===== config.mk =====
export PLATFORM = sky130hd
export DESIGN_NAME = inout_sram_arbiter_flat
export DESIGN_NICKNAME = d
export VERILOG_FILES = /design/src/rtl/inout_sram_arbiter_if.sv /design/src/rtl/inout_sram_arbiter.sv /design/src/flat_wrapper.sv
export SDC_FILE = /design/constraint.sdc
export NUM_CORES = 1
export LEC_CHECK = 0
export CORE_AREA = 2 2 92 94
export DETAILED_ROUTE_END_ITERATION = 10
export DIE_AREA = 0 0 94 96
export PLACE_DENSITY = 0.82
export SLEW_MARGIN = 20
export SYNTH_ARGS = -nofsm -noshare
export SYNTH_HDL_FRONTEND = slang
export SYNTH_SLANG_ARGS = --single-unit
export TNS_END_PERCENT = 30

===== constraint.sdc =====
create_clock -name clk -period 2.95 [get_ports clk]
set_clock_uncertainty 0.05 [all_clocks]
set_input_delay 0.4425 -clock clk [delete_from_list [all_inputs] [get_ports clk]]
set_output_delay 0.4425 -clock clk [all_outputs]
set_load 0.03 [all_outputs]

===== src/rtl/inout_sram_arbiter_if.sv =====
// Requester-side bus of the InOut SRAM arbiter: per-requester beat request
// fields plus grant, read-return and status signals.
interface inout_sram_arbiter_if #(
    parameter int unsigned NUM_REQ = 3,
    parameter int unsigned ADDR_W  = 18,
    parameter int unsigned DATA_W  = 16
);
    logic [NUM_REQ-1:0]             req_i;
    logic [NUM_REQ-1:0]             we_i;
    logic [NUM_REQ-1:0]             last_i;
    logic [NUM_REQ-1:0][ADDR_W-1:0] addr_i;
    logic [NUM_REQ-1:0][DATA_W-1:0] wdata_i;
    logic [NUM_REQ-1:0]             gnt_o;
    logic [NUM_REQ-1:0]             rvalid_o;
    logic [DATA_W-1:0]              rdata_o;
    logic                           err_o;
    logic                           busy_o;

    modport master (
        output req_i, we_i, last_i, addr_i, wdata_i,
        input  gnt_o, rvalid_o, rdata_o, err_o, busy_o
    );

    modport slave (
        input  req_i, we_i, last_i, addr_i, wdata_i,
        output gnt_o, rvalid_o, rdata_o, err_o, busy_o
    );
endinterface


===== src/rtl/inout_sram_arbiter.sv =====
// Burst-level round-robin arbiter for the shared InOut SRAM with a 1-deep
// registered read-return pipe, burst-length cap and address range check.
module inout_sram_arbiter #(
    parameter int unsigned NUM_REQ    = 3,
    parameter int unsigned ADDR_W     = 18,
    parameter int unsigned DATA_W     = 16,
    parameter int unsigned MAX_BURST  = 64,
    parameter int unsigned ADDR_LIMIT = 196608
) (
    input  logic                clk,
    input  logic                rst_n,
    inout_sram_arbiter_if.slave bus,
    output logic                mem_cs,
    output logic                mem_oe,
    output logic                mem_web,
    output logic [31:0]         mem_addr,
    output logic [31:0]         mem_wdata,
    input  logic [31:0]         mem_rdata
);
    localparam int unsigned OWN_W = $clog2(NUM_REQ);
    localparam int unsigned CNT_W = $clog2(MAX_BURST) + 1;

    typedef enum logic {IDLE, BURST} state_t;

    state_t             state_q, state_d;
    logic [OWN_W-1:0]   owner_q, owner_d;
    logic [OWN_W-1:0]   ptr_q, ptr_d;
    logic [CNT_W-1:0]   cnt_q, cnt_d;
    logic               rd_pend_q, rd_pend_d;
    logic [OWN_W-1:0]   rd_owner_q, rd_owner_d;
    logic               rd_oob_q, rd_oob_d;

    logic [ADDR_W-1:0]  cur_addr;
    logic [DATA_W-1:0]  cur_wdata;
    logic               cur_we, cur_last, acc, oob, found;
    logic [OWN_W-1:0]   pick, cand;
    logic               unused_rdata_hi;

    assign unused_rdata_hi = ^mem_rdata[31:DATA_W];

    always_ff @(posedge clk or negedge rst_n) begin
        if (!rst_n) begin
            state_q    <= IDLE;
            owner_q    <= '0;
            ptr_q      <= '0;
            cnt_q      <= '0;
            rd_pend_q  <= 1'b0;
            rd_owner_q <= '0;
            rd_oob_q   <= 1'b0;
        end else begin
            state_q    <= state_d;
            owner_q    <= owner_d;
            ptr_q      <= ptr_d;
            cnt_q      <= cnt_d;
            rd_pend_q  <= rd_pend_d;
            rd_owner_q <= rd_owner_d;
            rd_oob_q   <= rd_oob_d;
        end
    end

    // Rotating priority: first requester at or above ptr_q, wrapping around.
    always_comb begin
        pick  = ptr_q;
        found = 1'b0;
        cand  = '0;
        for (int unsigned k = 0; k < NUM_REQ; k++) begin
            cand = OWN_W'((32'(ptr_q) + k) % NUM_REQ);
            if (!found && bus.req_i[cand]) begin
                found = 1'b1;
                pick  = cand;
            end
        end
    end

    always_comb begin
        cur_addr  = bus.addr_i[owner_q];
        cur_wdata = bus.wdata_i[owner_q];
        cur_we    = bus.we_i[owner_q];
        cur_last  = bus.last_i[owner_q];
        oob       = 32'(cur_addr) >= ADDR_LIMIT;
        acc       = (state_q == BURST) && bus.req_i[owner_q];

        state_d    = state_q;
        owner_d    = owner_q;
        ptr_d      = ptr_q;
        cnt_d      = cnt_q;
        rd_pend_d  = 1'b0;
        rd_owner_d = owner_q;
        rd_oob_d   = oob;
        bus.gnt_o  = '0;
        bus.err_o  = 1'b0;
        mem_cs     = 1'b0;
        mem_web    = 1'b1;
        mem_addr   = '0;
        mem_wdata  = '0;

        case (state_q)
            IDLE: begin
                if (found) begin
                    state_d = BURST;
                    owner_d = pick;
                    cnt_d   = '0;
                end
            end
            BURST: begin
                if (acc) begin
                    bus.gnt_o[owner_q] = 1'b1;
                    bus.err_o          = oob;
                    if (!oob) begin
                        mem_cs    = 1'b1;
                        mem_web   = ~cur_we;
                        mem_addr  = 32'(cur_addr);
                        mem_wdata = 32'(cur_wdata);
                    end
                    rd_pend_d = ~cur_we;
                    cnt_d     = cnt_q + 1'b1;
                    if (cur_last || cnt_d == CNT_W'(MAX_BURST)) begin
                        state_d = IDLE;
                        ptr_d   = (owner_q == OWN_W'(NUM_REQ - 1)) ? '0 : owner_q + 1'b1;
                    end
                end
            end
            default: state_d = IDLE;
        endcase
    end

    always_comb begin
        bus.rvalid_o = '0;
        if (rd_pend_q) bus.rvalid_o[rd_owner_q] = 1'b1;
        mem_oe       = rd_pend_q & ~rd_oob_q;
        bus.rdata_o  = mem_oe ? mem_rdata[DATA_W-1:0] : '0;
        bus.busy_o   = (state_q == BURST);
    end
endmodule


===== src/flat_wrapper.sv =====
// flat-port wrapper written by rule: the top's interface ports become plain ports
module inout_sram_arbiter_flat 
#(
    parameter int unsigned NUM_REQ    = 3,
    parameter int unsigned ADDR_W     = 18,
    parameter int unsigned DATA_W     = 16,
    parameter int unsigned MAX_BURST  = 64,
    parameter int unsigned ADDR_LIMIT = 196608
)
  (clk, rst_n, mem_cs, mem_oe, mem_web, mem_addr, mem_wdata, mem_rdata, bus_req_i, bus_we_i, bus_last_i, bus_addr_i, bus_wdata_i, bus_gnt_o, bus_rvalid_o, bus_rdata_o, bus_err_o, bus_busy_o);
  inout_sram_arbiter_if #(.NUM_REQ(NUM_REQ), .ADDR_W(ADDR_W), .DATA_W(DATA_W)) bus_i ();
  input  logic clk;
  input  logic rst_n;
  output logic mem_cs;
  output logic mem_oe;
  output logic mem_web;
  output logic [31:0] mem_addr;
  output logic [31:0] mem_wdata;
  input  logic [31:0] mem_rdata;
  input wire logic [$bits(bus_i.req_i)-1:0] bus_req_i;
  input wire logic [$bits(bus_i.we_i)-1:0] bus_we_i;
  input wire logic [$bits(bus_i.last_i)-1:0] bus_last_i;
  input wire logic [$bits(bus_i.addr_i)-1:0] bus_addr_i;
  input wire logic [$bits(bus_i.wdata_i)-1:0] bus_wdata_i;
  output wire logic [$bits(bus_i.gnt_o)-1:0] bus_gnt_o;
  output wire logic [$bits(bus_i.rvalid_o)-1:0] bus_rvalid_o;
  output wire logic [$bits(bus_i.rdata_o)-1:0] bus_rdata_o;
  output wire logic [$bits(bus_i.err_o)-1:0] bus_err_o;
  output wire logic [$bits(bus_i.busy_o)-1:0] bus_busy_o;
  assign bus_i.req_i = bus_req_i;
  assign bus_i.we_i = bus_we_i;
  assign bus_i.last_i = bus_last_i;
  assign bus_i.addr_i = bus_addr_i;
  assign bus_i.wdata_i = bus_wdata_i;
  assign bus_gnt_o = bus_i.gnt_o;
  assign bus_rvalid_o = bus_i.rvalid_o;
  assign bus_rdata_o = bus_i.rdata_o;
  assign bus_err_o = bus_i.err_o;
  assign bus_busy_o = bus_i.busy_o;
  inout_sram_arbiter #(.NUM_REQ(NUM_REQ), .ADDR_W(ADDR_W), .DATA_W(DATA_W), .MAX_BURST(MAX_BURST), .ADDR_LIMIT(ADDR_LIMIT)) u_core (.clk(clk), .rst_n(rst_n), .bus(bus_i), .mem_cs(mem_cs), .mem_oe(mem_oe), .mem_web(mem_web), .mem_addr(mem_addr), .mem_wdata(mem_wdata), .mem_rdata(mem_rdata));
endmodule

---- Word level (Yosys, flattened, before mapping) ----
Index checks and enable logic that the tools add are counted.
cells by class
  $add $sub $neg .......................... 4
  divide/modulo/power cells ............... 3
  magnitude comparators ................... 8
  equality and inequality tests ........... 4
  multiplexer cells ....................... 54
  bitwise logic cells ..................... 4
  reductions and logical operators ........ 11
operator list
  cell                     count
  $mux W32                 4
  $mod A32 B2 Y32 const B  2
  $mux W16                 3
  $bmux W18 S2             1
  $mux W18                 2
  $bmux W16 S2             1
  $mod A2 B2 Y32 const B   1
  $mux W1                  24
  $ge A18 B18 Y1 const B   1
  $lt A2 B3 Y1 const B     5
  $mux W7                  2
  $pmux W7 S2              1
  $bmux W1 S2              6
  $mux W3                  3
  $mux W2                  4
  $add A7 B1 Y7 const B    1
  $eq A7 B7 Y1 const B     1
  $logic_and A1 B1 Y1      5
  $demux W1 S2             2
  $ge A2 B1 Y1 const B     2
  $reduce_and A2 Y1        2
  $add A2 B1 Y3 const B    1
  $add A2 B2 Y3 const B    1
  $not A1 Y1               3
  other kinds (9)          10
storage, ports and cells
  register bits after elaboration ......... 16
  bits of input ports ..................... 145
  output and inout bits ................... 91
  word-level logic and storage cells ...... 95

---- Logic depth before layout (Yosys ltp) ----
  word-level depth ........................ 12
  gate-level depth with buffers ........... 9
  depth with buffers taken out ............ 7

---- Worst setup path after synthesis ----
Ideal clock, no wire load.
  path type ............................... flip-flop to output port
  from .................................... reg u_core.owner_q[1]
  to ...................................... out bus_gnt_o[2]
  arrival ................................. 1.970 ns
  data required time ...................... 2.457 ns
  setup slack ............................. 0.487 ns
  stages on the path, launching flop included .. 8
  buffers on the path ..................... 3
  path through ............................ dfrtp_1 -> buf_6 -> nor2b_4 -> buf_6 -> o2bb2ai_1 -> nand2_2 -> clkbuf_1 -> nor3b_1
between the ends
  cells in the longest elaborated chain, start to end .. 6
  elaborated cells on any way between the ends .. 10
  those cells by class .................... order compare (2); mux (6); reduce/logical (2)
ends and longest elaborated chain
  element                                                                    RTL line                   text
  start, declared                                                            inout_sram_arbiter.sv:26   logic [OWN_W-1:0] owner_q, owner_d;
  start signal, assigned                                                     inout_sram_arbiter.sv:52   owner_q <= owner_d;
  $lt A2 B3 Y1 (implied by the code) / $ge A2 B1 Y1 (equally long branches)  inout_sram_arbiter.sv:107  bus.gnt_o[owner_q] = 1'b1;
  $logic_and A1 B1 Y1 (implied by the code)                                  inout_sram_arbiter.sv:107
  $mux W1 (implied by the code)                                              inout_sram_arbiter.sv:107
  $demux W1 S2                                                               --
  $mux W3 (*)                                                                inout_sram_arbiter.sv:106  if (acc) begin
  $mux W3 (*)                                                                inout_sram_arbiter.sv:97   case (state_q)
  end, declared                                                              flat_wrapper.sv:25         output wire logic [$bits(bus_i.gnt_o)-1:0] bus_gnt_o;
Mark *: on every way between the ends. The rest lies on a longest branch, timed or not. The select of a mux whose other input is x is not followed.

---- Worst setup path in the final report ----
  from .................................... reg u_core.owner_q[1]
  to ...................................... out mem_wdata[0]
between the ends
  cells in the longest elaborated chain, start to end .. 6
  elaborated cells on any way between the ends .. 11
  those cells by class .................... order compare (1); mux (9); reduce/logical (1)
ends and longest elaborated chain
  element                         RTL line                   text
  $bmux W18 S2                    inout_sram_arbiter.sv:76   cur_addr = bus.addr_i[owner_q];
  $mux W18 (implied by the code)  inout_sram_arbiter.sv:76
  $ge A18 B18 Y1                  inout_sram_arbiter.sv:80   oob = 32'(cur_addr) >= ADDR_LIMIT;
  $mux W16                        inout_sram_arbiter.sv:109  if (!oob) begin
  $mux W32 (*)                    inout_sram_arbiter.sv:106
  $mux W32 (*)                    inout_sram_arbiter.sv:97
  end, declared                   flat_wrapper.sv:18         output logic [31:0] mem_wdata;
Marks and branches as above.

==> metrics <==
outcome finished, final reports clean; Synth top cells by count 45 x nor2_1, 40 x mux2i_1, 37 x a21oi_1; Hold WS ~530 ps; Critical Path RT approximately 2500 ps; drt wl/cell about 14 um; Setup-failing EPs final 0; largest net degree at the start of global routing 33; DRC Markers 0; EDFF count, synth 0; syn avg cell area about 8 um^2; clk_lat worst skew roughly 250 ps; WHS Path Cells 2; relative slew slack 0.5081; via count 2799; Final min period between 2000 and 3000 ps; post-route ant nets 0; YS warnings 0; r2r setup slk approximately 600 ps; clock root buffer clkbuf_8; Core Footprint about 8000 um^2; Pwr Density 821.5 nW/um^2; final hold vios 0; fraction of registers with async set/reset 1.000; Total GRT Usage 0.1750; share of the synthesized area in the top cell type 0.1583; total gr overflow 0; number of global-route vias before repair roughly 2700; Yosys top cell by area dfrtp_1; fraction of the mapped netlist area in adder cells 0.02474; crit path kind reg -> out; CP startpoint kind flop; cell mode on critical path buf_4; placed insts approximately 600; fin crit share 0.9454; CTS tree done; DIE WIDTH roughly 94 um; first-pass GRT wire length roughly 13000 um; clk slew on worst S/H paths about 60 ps; Register Area 401.6 um^2; R2R Path End u_core.cnt_q[4]; Slew @ Worst Pin approximately 730 ps; Max Root-Sink Buffers 2; First-pass DRT Iterations 4; Port-buffer cells approximately 190; unique cell type count in the Yosys netlist 40; Initial Utilization 0.3141; Sink Count 16; sequential element share of the synthesized area 0.1583; # Max-Cap Violations 0; Seq cells post-synth 16; Detailed Route WL a little under 9000 um; Compound-Gate Fraction of Synth Area 0.1395; Primary FF master, synth dfrtp_1; Vias/cell approximately 4.6; Max stage delay on crit path 490 ps; post-synthesis simple-gate area fraction 0.3488; NumNets Final between 600 and 700; Fillers between 700 and 800; Hold Path Sink u_core.cnt_q[1]; layout cells sized above 1 0.1964; cts bufs inserted 3; R2R cell count 7; top-count cell post-synth nor2_1; cell area after synthesis 2529 um^2; depth of the CTS H-tree 1; GP Congestion just under 0.8; multi-input logic area 1836 um^2; Setup crit end kind output pin; fmax between 0.3 and 0.4 GHz; unrepaired setup endpoints after global routing false; hold_sp u_core.cnt_q[1]; RR Startpoint u_core.ptr_q[0]; DIE AREA 9024 um^2; cells along the critical path buf_4 > mux2i_1 > o2bb2ai_1 > nand2_2 > or2_4 > buf_6 > nor2_1 > buf_4; crit path DAT 2300 ps; Synth area leaders dfrtp_1 16%, mux2i_1 16%, nor2_4 13%; Rows 33; post-synthesis cell count 316; Leak approximately 0.0018 uW; mux share of post-synthesis cell area 0.1672; final std cells w/o fill between 600 and 700; Die Y 96 um; largest family of logic cells by synthesized area simple AND/OR/NAND/NOR gates; I/O Pins roughly 240; VDD IR-drop max approximately 0.00074 V; Max Slew Vio Count 0; initial antenna violation count 0; HPWL Detailed roughly 7400 um; CP max FO 32; Slowest cell on crit path buf_6; diode count 0; Post-Synth XOR/XNOR Area 0; Synth-to-Final Area Change 73.92%; worst min-delay path category reg -> reg; detailed router's first-iteration violation count 70
## power by group
| group | switching [uW] | internal [uW] |
|---|---|---|
| clock | 69.9 | 95.6 |
| combinational | 1810 | 1250 |
| sequential | 93.6 | 295 |
| total | 1980 | 1640 |
## final cells by class
class,instances,area share
timing repair buffer,206,0.4469
tap,105,0.02987
sequential,16,0.09132
clock buffer,4,0.01024
inverter,5,0.004267
multi-input combinational,273,0.4174
## registers in the layout (all words and copies together) (netlist names)
name               flops
u_core.bus.busy_o      1
u_core.rd_owner_q      2
u_core.owner_q         2
u_core.cnt_q           7
u_core.rd_pend_q       1
u_core.rd_oob_q        1
u_core.ptr_q           2
## metrics by stage
stage	TNS, ps	total power (uW)	setup slack, ps	cell area (um^2)	util
final	0	3613	161.2	4398	0.5462
after global routing	0	3866	22.53	4398	0.5462
after CTS	0	3641	81.53	4395	0.5459
after detailed placement	-90.20	3456	-45.33	4347	0.5399
after global placement	-29.35	3394	-23.05	4347	0.5399
after floorplan	0	2572	487.4	2638	-
## critical path, delay by kind of cell, from the launching register on
| family | cells | cell delay, ps |
|---|---|---|
| AO/OA/AOI/OAI | 1 | 100 |
| buffers and inverters | 3 | 910 |
| flip-flops | 1 | 480 |
| multiplexers | 1 | 220 |
| AND/OR/NAND/NOR | 3 | 310 |
## timing repair
action | 4_1_cts | 5_1_grt
resized for setup | 1 | 1
setup buffers | 0 | 0
hold buffers | 0 | 0
endpoints found under the setup margin | 2 | 1
## worst max-delay path by stage
stage / startpoint / end / cells past startpoint
after detailed placement: bus_addr_i[16] / mem_wdata[0] / 8
final: u_core.owner_q[1] / mem_wdata[0] / 8
after CTS: bus_addr_i[16] / mem_cs / 7
after global routing: u_core.owner_q[1] / mem_wdata[0] / 8
after global placement: bus_addr_i[16] / mem_wdata[15] / 8
after floorplan: u_core.owner_q[1] / bus_gnt_o[2] / 7
## routing by layer
metal  up-vias  wire (um)  GRT usage
met5         -          0          0
met4         0         84    0.03865
met3         8        748    0.03602
met2       135       4621     0.3327
met1      1255       3278     0.2010
li1       1401          -          -
## kinds of logic (layout without fill, tap and decap cells)
family	Yosys count	count (layout)
buf+inv	56	215
fa+ha+maj	5	5
compound gates	57	57
other cells	1	30
mux	42	42
simple gates	139	139
flops	16	16
## layout by cell type (no fill, tap or decap), types with 2 or more instances in the layout
cell type and n:
buf_12 3, or2_2 2, a21oi_1 37, buf_4 52
mux2i_1 40, nor2_1 45, inv_1 5, mux2_2 2
nand3b_1 3, nor3b_1 7, and3b_1 2, nand2_1 12
o21ai_0 5, clkbuf_8 3, o31ai_1 2, ha_1 5
conb_1 30, nand3_1 5, nor3_1 11, and2_1 16
nor2_4 30, clkdlybuf4s50_1 149, dfrtp_1 15, a311o_1 5
Note: power is estimated with default switching activity, not from simulation.
